<file path="config.mk">
export PLATFORM = sky130hd
export DESIGN_NAME = arb_req_stage_8ch
export DESIGN_NICKNAME = d
export VERILOG_FILES = /design/src/rtl/arb_req_stage_8ch.sv
export SDC_FILE = /design/constraint.sdc
export NUM_CORES = 1
export LEC_CHECK = 0
export ABC_CLOCK_PERIOD_IN_PS = 8000
export CAP_MARGIN = 20
export CORE_MARGIN = 2
export CORE_UTILIZATION = 52
export DETAILED_ROUTE_END_ITERATION = 8
export PLACE_DENSITY = 0.72
export SLEW_MARGIN = 20
export SYNTH_ARGS = -nofsm -noshare
export SYNTH_HDL_FRONTEND = slang
export SYNTH_SLANG_ARGS = --single-unit
</file>
<file path="constraint.sdc">
create_clock -name clk -period 8 [get_ports clk]
set_clock_uncertainty 0.1 [all_clocks]
set_input_delay 1.6 -clock clk [delete_from_list [all_inputs] [get_ports clk]]
set_output_delay 1.6 -clock clk [all_outputs]
set_load 0.005 [all_outputs]
</file>
<file path="src/rtl/arb_req_stage_8ch.sv">
// Request-staging stage for the 8-requester hierarchical arbiter.
// Each channel has its own burst-descriptor FIFO, and every non-empty FIFO
// raises its req bit. A granted channel's burst is streamed as a locked beat
// sequence, and all requests stay masked until the last beat is accepted.
module arb_req_stage_8ch #(
  parameter int unsigned NCH   = 8,
  parameter int unsigned DEPTH = 4,
  parameter int unsigned LEN_W = 4
) (
  input  logic                 clk,
  input  logic                 rst_n,
  input  logic [NCH-1:0]       in_valid,
  output logic [NCH-1:0]       in_ready,
  input  logic [NCH*LEN_W-1:0] in_len,
  output logic [NCH-1:0]       req,
  input  logic [NCH-1:0]       grant,
  output logic                 out_valid,
  output logic [2:0]           out_ch,
  output logic                 out_last,
  input  logic                 out_ready,
  output logic                 busy,
  output logic                 err
);

  localparam int unsigned PW = $clog2(DEPTH);
  localparam int unsigned CW = $clog2(DEPTH + 1);

  typedef enum logic {IDLE, BURST} state_t;

  state_t           state_q, state_d;
  logic [2:0]       ch_q, ch_d;
  logic [LEN_W-1:0] cnt_q, cnt_d;
  logic             err_q, err_d;

  logic [LEN_W-1:0] mem_q [NCH][DEPTH];
  logic [LEN_W-1:0] mem_d [NCH][DEPTH];
  logic [PW-1:0]    rd_ptr_q [NCH];
  logic [PW-1:0]    rd_ptr_d [NCH];
  logic [PW-1:0]    wr_ptr_q [NCH];
  logic [PW-1:0]    wr_ptr_d [NCH];
  logic [CW-1:0]    count_q  [NCH];
  logic [CW-1:0]    count_d  [NCH];

  logic [NCH-1:0]   push, pop, nonempty;
  logic [2:0]       gnt_idx;
  logic             gnt_multi, gnt_hit;

  // Requests are visible only in IDLE, so the arbiter never re-grants mid-burst.
  always_comb begin
    nonempty = '0;
    for (int unsigned i = 0; i < NCH; i++) nonempty[i] = (count_q[i] != '0);
    req = (state_q == IDLE) ? nonempty : '0;
  end

  // Decode the grant vector: index of the set bit and whether more than one is set.
  always_comb begin
    gnt_idx   = '0;
    gnt_multi = ((grant & (grant - NCH'(1))) != '0);
    for (int unsigned i = 0; i < NCH; i++) begin
      if (grant[i]) gnt_idx = 3'(i);
    end
    gnt_hit = !gnt_multi && ((grant & req) != '0);
  end

  // Burst FSM: accept one valid grant in IDLE, then count beats down in BURST.
  always_comb begin
    state_d = state_q;
    ch_d    = ch_q;
    cnt_d   = cnt_q;
    err_d   = err_q;
    pop     = '0;
    case (state_q)
      IDLE: begin
        if (gnt_multi) begin
          err_d = 1'b1;
        end else if (gnt_hit) begin
          state_d      = BURST;
          ch_d         = gnt_idx;
          cnt_d        = mem_q[gnt_idx][rd_ptr_q[gnt_idx]];
          pop[gnt_idx] = 1'b1;
        end
      end
      BURST: begin
        if (out_ready) begin
          if (cnt_q == '0) state_d = IDLE;
          else             cnt_d   = cnt_q - LEN_W'(1);
        end
      end
      default: state_d = IDLE;
    endcase
  end

  // Per-channel descriptor FIFOs; readiness comes from the registered count,
  // so a full FIFO refuses a push even when it is popped in the same cycle.
  always_comb begin
    in_ready = '0;
    push     = '0;
    mem_d    = mem_q;
    rd_ptr_d = rd_ptr_q;
    wr_ptr_d = wr_ptr_q;
    count_d  = count_q;
    for (int unsigned i = 0; i < NCH; i++) begin
      in_ready[i] = (count_q[i] < CW'(DEPTH));
      push[i]     = in_valid[i] & in_ready[i];
      if (push[i]) begin
        mem_d[i][wr_ptr_q[i]] = in_len[i*LEN_W +: LEN_W];
        wr_ptr_d[i]           = wr_ptr_q[i] + PW'(1);
      end
      if (pop[i]) rd_ptr_d[i] = rd_ptr_q[i] + PW'(1);
      count_d[i] = count_q[i] + CW'(push[i]) - CW'(pop[i]);
    end
  end

  // State register with synchronous active-low reset.
  always_ff @(posedge clk) begin
    if (!rst_n) begin
      state_q <= IDLE;
      ch_q    <= '0;
      cnt_q   <= '0;
      err_q   <= 1'b0;
      for (int unsigned i = 0; i < NCH; i++) begin
        rd_ptr_q[i] <= '0;
        wr_ptr_q[i] <= '0;
        count_q[i]  <= '0;
        for (int unsigned j = 0; j < DEPTH; j++) mem_q[i][j] <= '0;
      end
    end else begin
      state_q  <= state_d;
      ch_q     <= ch_d;
      cnt_q    <= cnt_d;
      err_q    <= err_d;
      rd_ptr_q <= rd_ptr_d;
      wr_ptr_q <= wr_ptr_d;
      count_q  <= count_d;
      mem_q    <= mem_d;
    end
  end

  assign out_valid = (state_q == BURST);
  assign busy      = (state_q == BURST);
  assign out_ch    = (state_q == BURST) ? ch_q : '0;
  assign out_last  = (state_q == BURST) && (cnt_q == '0);
  assign err       = err_q;

endmodule

</file>
==> run_results.csv <==
group,metric,value,unit
outcome,outcome,"complete, no violations",
logic_synthesis,synth_top_flop_cell,"dfxtp_1",
sta,hold_viol,0,
logic_synthesis,asyncSetResetFlopFracSynth,0,%
detailed_routing,routedWlPerCell,16.12,µm
sta,timing_worst_slew_pin_value,1.047,ns
place,post_dp_cell_area,0.01040,mm²
critical_path,cp.required,8.19,ns
logic_synthesis,netlist_top_cells_area,"dfxtp_1 (40%), nand2_1 (8.5%), a21oi_1 (7.6%)",
clock_network,clk_pin_slew,0.07,ns
die,io_pins,74,
critical_path,endpoint_kind,"flip-flop",
sta,unrepaired_setup_endpoints_after_global_routing,"no",
die,die_height,139.8,µm
min_path,hold-path-endpoint,"mem_q[80]",
min_path,hold_start,"mem_q[80]",
logic_synthesis,post_synth_instance_area,0.009592,mm²
critical_path,critPathArrivalTime,5.56,ns
logic_synthesis,synthesis.area_per_instance,8.047,µm²
logic_synthesis,synth_top_area_cell,"dfxtp_1",
logic_synthesis,post-synth-top-area-fraction,40.28,%
detailed_routing,drt_first_iter_violations,668,
critical_path,critical_path_buf_inv_count,3,
detailed_routing,drtPass1Iterations,6,
critical_path,worst_r2r_endpoint,"count_q[8]",
sta,setup-tns-final,0,ns
logic_synthesis,synth_fp_nets,1301,
grt,grt_pass1_wl,38.16,mm
finish,antenna_cells,0,
clock_network,root_buffer,"clkbuf_16",
grt,track_usage,24.30,%
clock_network,clock-sinks,193,
clock_network,max-clock-path-buffers,2,
clock_network,tritoncts,"done",
critical_path,cp_top_family,"adder cells",
place,io_buffer_count,73,
job,maxCapViolCount,0,
grt,grt_max_degree,107,
clock_network,worst_skew_pair.late_latency,0.44,ns
finish,layout.cell_area.non_filler,0.01098,mm²
detailed_routing,drtAntennaViolNets,0,
place,place_congestion,0.9031,
sta,final_period_minus_worst_setup_slack,5.376,ns
critical_path,worst_r2r_path_depth,12,
finish,layout.cells.most_common,"nand2_1",
logic_synthesis,synth_edf_count,0,
power_and_ir_drop,worst_ir_drop_vdd,0.2639,mV
place,dpl.hpwl,16.85,mm
logic_synthesis,synth.yosys.seq_area_share,40.28,%
power_and_ir_drop,power_density,259.0,mW/mm²
grt,global_route.overflow_total,0,
clock_network,cts.repair.resized,0,
die,die_area,0.01955,mm²
clock_network,post_cts_buffers,0,
critical_path,ff2ff_setup_slack,4.30,ns
die,design.core.area,0.01802,mm²
critical_path,max_incr_delay_on_cp,0.70,ns
die,floorplan.initialDensity,53.21,%
clock_network,cts-htree-levels,4,
grt,number_of_antenna_violations_at_the_first_check_in_global_routing,0,
finish,mostFrequentLayoutCells,"nand2_1 (216), dfxtp_1 (193), a21oi_1 (145), nand3_1 (133), nor2_1 (76)",
min_path,min_delay_path_depth,2,
critical_path,worst_r2r_startpoint,"busy",
critical_path,critPathKind,"primary input to flip-flop",
critical_path,crit_path_top_delay_cell,"or4_4",
logic_synthesis,synth_seq_cells,193,
sta,timing.final.max_slew_violations,0,
critical_path,setup.worst_path.start_class,"primary input",
logic_synthesis,yosys_warnings,0,
detailed_routing,drt_drc_violations_left,0,
critical_path,worstSetupStartpoint,"grant[5]",
sta,min_period_over_period,67.20,%
critical_path,critical_path.cell_chain,"clkdlybuf4s50_1 -> or4_4 -> maj3_2 -> o31ai_4 -> o211a_1 -> and3_1 -> ha_1 -> inv_1 -> ha_1 -> inv_1 -> fa_1 -> xnor2_1 -> xnor2_1 -> nor2_1",
sta,setup_viol_count_final,0,
sta,max_freq,186.0,MHz
sta,maxSlewHeadroom,29.71,%
die,die_width,139.8,µm
finish,design.final.nets,1333,
detailed_routing,route.vias.total,8154,
finish,final_layout_size_suffix_gt1_share,4.689,%
clock_network,numCtsBuffers,17,
clock_network,ctsHoldBuffers,0,
logic_synthesis,syn-instance-count,1192,
grt,grt_pass1_vias,7449,
detailed_routing,total_wirelength,23.64,mm
finish,syn_to_final_growth,14.43,%
die,placement_rows,49,
logic_synthesis,yosysUniqueCellTypes,55,
critical_path,crit_fanout,20,
power_and_ir_drop,cellLeakagePower,0.003985,µW
min_path,worst_hold_path_type,"flip-flop to flip-flop",
detailed_routing,avgViaCountPerCell,5.562,
[cells in the mapped netlist (4+ instances only)]
library cell,number
dfxtp_1,193
mux2i_1,49
a311oi_1,8
inv_1,56
ha_1,50
a2111oi_0,4
o22ai_1,15
a21oi_1,145
buf_1,6
a21o_1,5
buf_2,9
xor2_1,8
fa_1,8
clkbuf_1,54
a31oi_1,5
nor2_1,76
nand2b_1,6
and3_1,20
nor2b_1,10
o21ai_0,8
a211oi_1,4
nor3_1,12
xnor2_1,32
and2_1,16
nand2_1,216
o211ai_1,4
nand3_1,133
[tightest hold or removal path, delay by kind of cell, from the launching register on]
| kind | cells | cell delay, ns |
|---|---|---|
| simple gates | 1 | 0.05 |
| compound gates | 1 | 0.05 |
| flops | 1 | 0.31 |
[kinds of logic after synthesis]
logic type,share of synthesized area (%)
AOI/OAI and AO/OA,13.64
buffers and inverters,5.479
muxes,5.466
DFF,40.28
xor gates and xnor gates,3.653
and+or+nand+nor,23.17
adders and majority gates,8.309
[where the power goes]
group | switching, µW | total, µW | internal [µW]
Sequential | 103 | 1190 | 1090
Combinational | 451 | 814 | 364
Clock | 395 | 839 | 444
[through the flow]
stage	hold WS (ns)	power (µW)	std cells	setup slack [ns]	utilization, %
floorplan	0.3319	1732	1192	3.255	-
global placement	0.3420	2003	1434	2.279	57.71
detailed placement	0.3463	2022	1434	2.203	57.71
CTS	0.3553	2851	1466	2.641	60.88
global route	0.3683	3007	1466	2.383	60.89
finish	0.3544	2842	1466	2.624	60.89
[registers in the layout (all words and copies together) (netlist names)]
signal,flops
busy,1
ch_q,3
cnt_q,4
count_q,24
err,1
mem_q,128
rd_ptr_q,16
wr_ptr_q,16
[how the worst max path moves through the flow]
stage | endpoint | cells after the start
floorplan | count_q[8] | 16
detailed placement | count_q[8] | 14
global placement | count_q[8] | 14
CTS | count_q[8] | 14
global route | count_q[23] | 14
finish | count_q[20] | 14
[layer usage]
metal,up-vias,GRT usage [%],share of wire [%]
met5,-,0,0
met4,0,6.474,1.6
met3,22,4.026,5.4
met2,230,36.89,45
met1,3788,35.83,48
li1,4114,-,-
[cell type report]
class,instances,area (µm²)
fillers,1674,7049
multi-input cells,869,5207
flip-flops and latches,193,3864
repair buffers,86,828.3
clock buffers,19,442.9
well taps,229,286.5
inverters,57,219.0
clock inverters,13,127.6
Note: power is estimated with default switching activity, not from simulation.
==> edit 1: new RTL, same flow settings <==
The parameter `LEN_W` goes from 4 to 16.
--- a/src/rtl/arb_req_stage_8ch.sv
+++ b/src/rtl/arb_req_stage_8ch.sv
@@ -5,7 +5,7 @@
 module arb_req_stage_8ch #(
   parameter int unsigned NCH   = 8,
   parameter int unsigned DEPTH = 4,
-  parameter int unsigned LEN_W = 4
+  parameter int unsigned LEN_W = 16
 ) (
   input  logic                 clk,
   input  logic                 rst_n,
Ports: changed (resized in_len); port bits go from 74 to 170. No check against the original RTL was run, so the function may have changed too.
==> edit 1 against the original RTL <==
Via count rose to 3.1 times the old value; final area grew to 2.8 times the old value; setup slack got worse by 320 ps; critical endpoint is now count_q[23]; sequential cell count grew 396; global-route usage is 10 points higher; synthesized cell count increased to 3.0 times the old value; wire length rose to 3.9 times the old value; area after synthesis grew to 2.8 times the old value; combinational power increased by 110%; worst hold slack worse by 0.89 ps; largest power group unchanged; critical path type unchanged; sequential share of layout area grew 3.7 points; total power grew to 2.8 times the old value.
==> edit 1: results (changes against the original RTL) <==
placed_cell_area_um2: 28360  # +170%
timing.critical_path.slowest_cell_delay_ps: 840  # +140 ps
cts_max_level: 2  # -2
cp_max_fo: 19  # -5.0%
crit_path_start: "grant[4]"
groute.layer.met2.usage_pct: 52.07  # +15 points
drtIter0Drc: 3493  # +420%
yosysSeqAreaShare_pct: 44.30  # +4.0 points
mappedNetlistNets: 3777  # +190%
ys_types: 73  # +33%
final_cell_count_no_fill: 4283  # +190%
first_global_vias: 23040  # +210%
grt_max_degree: 143  # +34%
critical_path_arrival_ps: 6090  # +530 ps
top_layer: "met5"
cts_buffer_depth: 3  # +1
status: "completed"
grt_use_total_pct: 34.42  # +10 points
synthTopCellsByArea: "dfxtp_1, nand2_1, a21oi_1"
place_congestion: 0.9894  # +9.6%
place_worst_setup_slack_ps: 1672  # -530.3 ps
final.fill_count: 4628  # +180%
wl_met1_um: 38210  # +230%
synth.top_cells.by_count: "nand2_1, a21oi_1, dfxtp_1, clkbuf_1, nor2_1"
fin_hold_ws_ps: 353.5  # -0.8900 ps
worstHoldEndpoint: "mem_q[419]"
timing.critical_path.max_delay_family: "simple AND/OR/NAND/NOR gates"
dr_total_vias: 25420  # +210%
reg2reg_slack_ps: 4520  # +220 ps
place_hpwl_um: 63140  # +270%
global_route_wire_length_before_repair_um: 140600  # +270%
syn-mean-instance-area_um2: 7.449  # -7.4%
reg_top3: "mem_q: 512 flops, count_q: 24 flops"
drive_above_1_share_pct: 4.680  # -0.0086 points
cts_inserted_buffers: 60  # +43
peakVddDrop_v: 0.0001902  # -28%
count_of_input_and_output_buffers: 169  # +130%
grt.met3_usage_pct: 6.399  # +2.4 points
ff2ff_path_depth: 13  # +1
detailroute.wirelength.met2_um: 40510  # +280%
wl_met3_um: 10330  # +710%
timing.max_slew.rel_slack_pct: 28.84  # -0.87 points
worstSkewPairLatency_ps: 640  # +200 ps
r2r_end: "count_q[23]"
edit 1: cell count changes after synthesis, sizes merged, moves of 31 or more:
cell,delta
nand2,+1138
a21oi,+529
dfxtp,+396
clkbuf,+152
nand3,-107
and2,+33
buf,+33
mux2i,+31
edit 1: worst max-delay path by stage:
stage	to	slack, ps	cells past startpoint
floorplan	count_q[8]	3110	16
global placement	count_q[2]	1770	15
finish	count_q[23]	2300	15
CTS	count_q[23]	2320	15
global route	count_q[2]	2070	15
detailed placement	count_q[23]	1670	15
edit 1: report_power, final:
part,internal (mW),total (mW),switching (mW)
Clock,1.64,2.84,1.20
Combinational,0.599,1.75,1.15
Sequential,3.24,3.45,0.211
edit 1: area by class of cell:
| cell class | count | area [µm²] | area share, % |
|---|---|---|---|
| clock buffers | 88 | 1759 | 5.802 |
| clock inverters | 17 | 205.2 | 0.6767 |
| multi-input cells | 2663 | 13550 | 44.68 |
| well taps | 672 | 840.8 | 2.773 |
| inverters | 63 | 244.0 | 0.8047 |
| repair buffers | 191 | 1932 | 6.371 |
| flip-flops and latches | 589 | 11790 | 38.89 |
edit 1: cells by family after synthesis:
group | after synthesis | share of synthesized area (%)
AO/OA/AOI/OAI | 838 | 16.99
flip-flops | 589 | 44.30
XOR/XNOR | 44 | 1.448
multiplexers | 105 | 4.786
adder cells (fa/ha/maj) | 58 | 2.948
buffers and inverters | 321 | 4.965
AND/OR/NAND/NOR | 1618 | 24.56
edit 1: worst register-to-register path: cells and delay by family, from the launching register on:
kind	cells	cell delay, ps
compound gates	1	260
xor+xnor	2	320
fa+ha+maj	3	770
buf+inv	4	690
flops	1	310
simple gates	3	890
==> edit 2: new RTL, config.mk and constraints unchanged <==
Without the edit above. Register the output `err` once more, with the module's reset; this adds one clock of latency there. The other outputs are not delayed to match.
--- a/src/rtl/arb_req_stage_8ch.sv
+++ b/src/rtl/arb_req_stage_8ch.sv
@@ -140,7 +140,13 @@
   assign busy      = (state_q == BURST);
   assign out_ch    = (state_q == BURST) ? ch_q : '0;
   assign out_last  = (state_q == BURST) && (cnt_q == '0);
-  assign err       = err_q;
+  always_ff @(posedge clk) begin
+    if (!rst_n) begin
+      err <= '0;
+    end else begin
+      err <= err_q;
+    end
+  end
 
 endmodule
 
Function: changed (Yosys sat finds a counterexample within 4 cycles, from zero or initial values and one cycle with rst_n low).
==> edit 2 against the original RTL <==
First-iteration DRC count rose by 8.8%; total power rose by 3.2%; wire length grew 2.9%; critical endpoint is now count_q[8]; maximum frequency is 0.38% lower; area after synthesis is 0.46% lower; setup slack worse by 21 ps; cell count rose by 0.48%; sequential cell count rose by 1; highest routed layer unchanged; final area rose by 0.54%.
==> edit 2: results (changes against the original RTL) <==
cts_max_level: 4  # unchanged
vias_per_cell: 5.640  # +1.4%
tightestPinTransition_ps: 1047  # +0.1410 ps
status: "completed"
synth_top_flop_cell: "dfxtp_1"
numPlacedInstances: 1441  # +0.49%
dr_total_vias: 8307  # +1.9%
cts_inserted_buffers: 17  # unchanged
cts_buffer_depth: 2  # unchanged
post_cts_resized: 0  # unchanged
wl_per_cell_um: 16.52  # +2.4%
drive_above_1_share_pct: 5.868  # +1.2 points
place_worst_setup_slack_ps: 2190  # -12.82 ps
synthTopCellsByArea: "dfxtp_1, nand2_1, a21oi_1"
power_sequential_mw: 1.20
global_route_wire_length_before_repair_um: 39140  # +2.6%
drt_first_pass_iters: 7  # +1
reg_top3: "mem_q: 128 flops, count_q: 24 flops"
power_combinational_mw: 0.831  # +2%
syn-mean-instance-area_um2: 8.003  # -0.54%
switching_share_pct: 32.88  # -0.49 points
power_leakage_nw: 4.057  # +1.8%
peakVddDrop_v: 0.0002253  # -15%
cp_max_fo: 21  # +5.0%
top_layer: "met4"
wl_met1_um: 11380  # -0.56%
cp_slowest_cell: "or4_4"
timing.critical_path.slowest_cell_delay_ps: 680  # -20 ps
ys.warnings.count: 0  # unchanged
post-cts-setup-buffers: 0  # unchanged
grt_use_total_pct: 24.93  # +0.64 points
drtIter0Drc: 727  # +8.8%
clk_pin_slew_worst_paths_ps: 70  # about the same
power_frac_seq_pct: 41.0  # -0.8 points
ys_types: 47  # -15%
initial_antenna_violation_count: 0  # unchanged
hold_class: "flop to flop"
place_congestion: 0.8472  # -6.2%
place_hpwl_um: 17200  # +2.1%
nNetsFinal: 1340  # +0.53%
synth_async_sr_flop_share_pct: 0  # unchanged
detailroute.wirelength.met2_um: 11020  # +4.6%
worstSkewPairLatency_ps: 440  # about the same
final.fill_count: 1592  # -4.9%
wl_met3_um: 1598  # +25%
antenna_cells: 0  # unchanged
yosysSeqAreaShare_pct: 40.68  # +0.39 points
count_of_input_and_output_buffers: 73  # unchanged
clock_tree.root_cell: "clkbuf_16"
synth.top_cells.by_count: "nand2_1, dfxtp_1, a21oi_1, nand3_1, nor2_1"
grt_max_degree: 65  # -39%
placed_cell_area_um2: 10420  # +0.14%
first_global_vias: 7586  # +1.8%
globalRoute.totalOverflow: 0  # unchanged
-- edit 2: cell count changes after synthesis, moves of 4 or more --
cell and delta:
a2111oi_0 -4, and2_1 +5, inv_1 +5, clkbuf_1 +5, a211oi_1 +8, a311oi_1 -4
nand2_1 +23, mux4_2 +12, mux2i_1 -35, o22ai_1 -11, nand3_1 +13
-- edit 2: layout make-up --
type                    instances  area (µm²)  share of cell area [%]
repair buffers                 89       850.8                   7.711
well taps                     229       286.5                   2.597
flip-flops and latches        194        3884                   35.20
clock buffers                  18       439.2                   3.980
clock inverters                14       176.4                   1.599
multi-input cells             868        5166                   46.82
inverters                      61       231.5                   2.098
-- edit 2: path summary, 6_finish.rpt --
path              startpoint  cells after the start  slack (ps)           to
setup / recovery    grant[6]                     15        2600   count_q[8]
hold / removal    mem_q[106]                      2         350   mem_q[106]
setup reg to reg        busy                     12        4320  count_q[11]
hold reg to reg   mem_q[106]                      2         350   mem_q[106]
-- edit 2: cells by family after synthesis --
| kind of cell | share of synthesized area, % |
|---|---|
| flip-flops | 40.68 |
| AO/OA/AOI/OAI | 12.53 |
| AND/OR/NAND/NOR | 24.56 |
| multiplexers | 4.770 |
| XOR/XNOR | 3.669 |
| adder cells (fa/ha/maj) | 8.452 |
| buffers and inverters | 5.347 |
-- edit 2: worst max-delay path: cells and delay by family --
kind                     cells  cell delay, ps
buffers and inverters        4            1040
XOR/XNOR                     2             310
AND/OR/NAND/NOR              3            1000
adder cells (fa/ha/maj)      4            1090
AO/OA/AOI/OAI                2             530
-- edit 2: routing by layer --
layer | global-route usage, % | vias up
li1 | - | 4107
met1 | 35.90 | 3856
met2 | 39.22 | 311
met3 | 4.164 | 33
met4 | 6.167 | 0
met5 | 0 | -
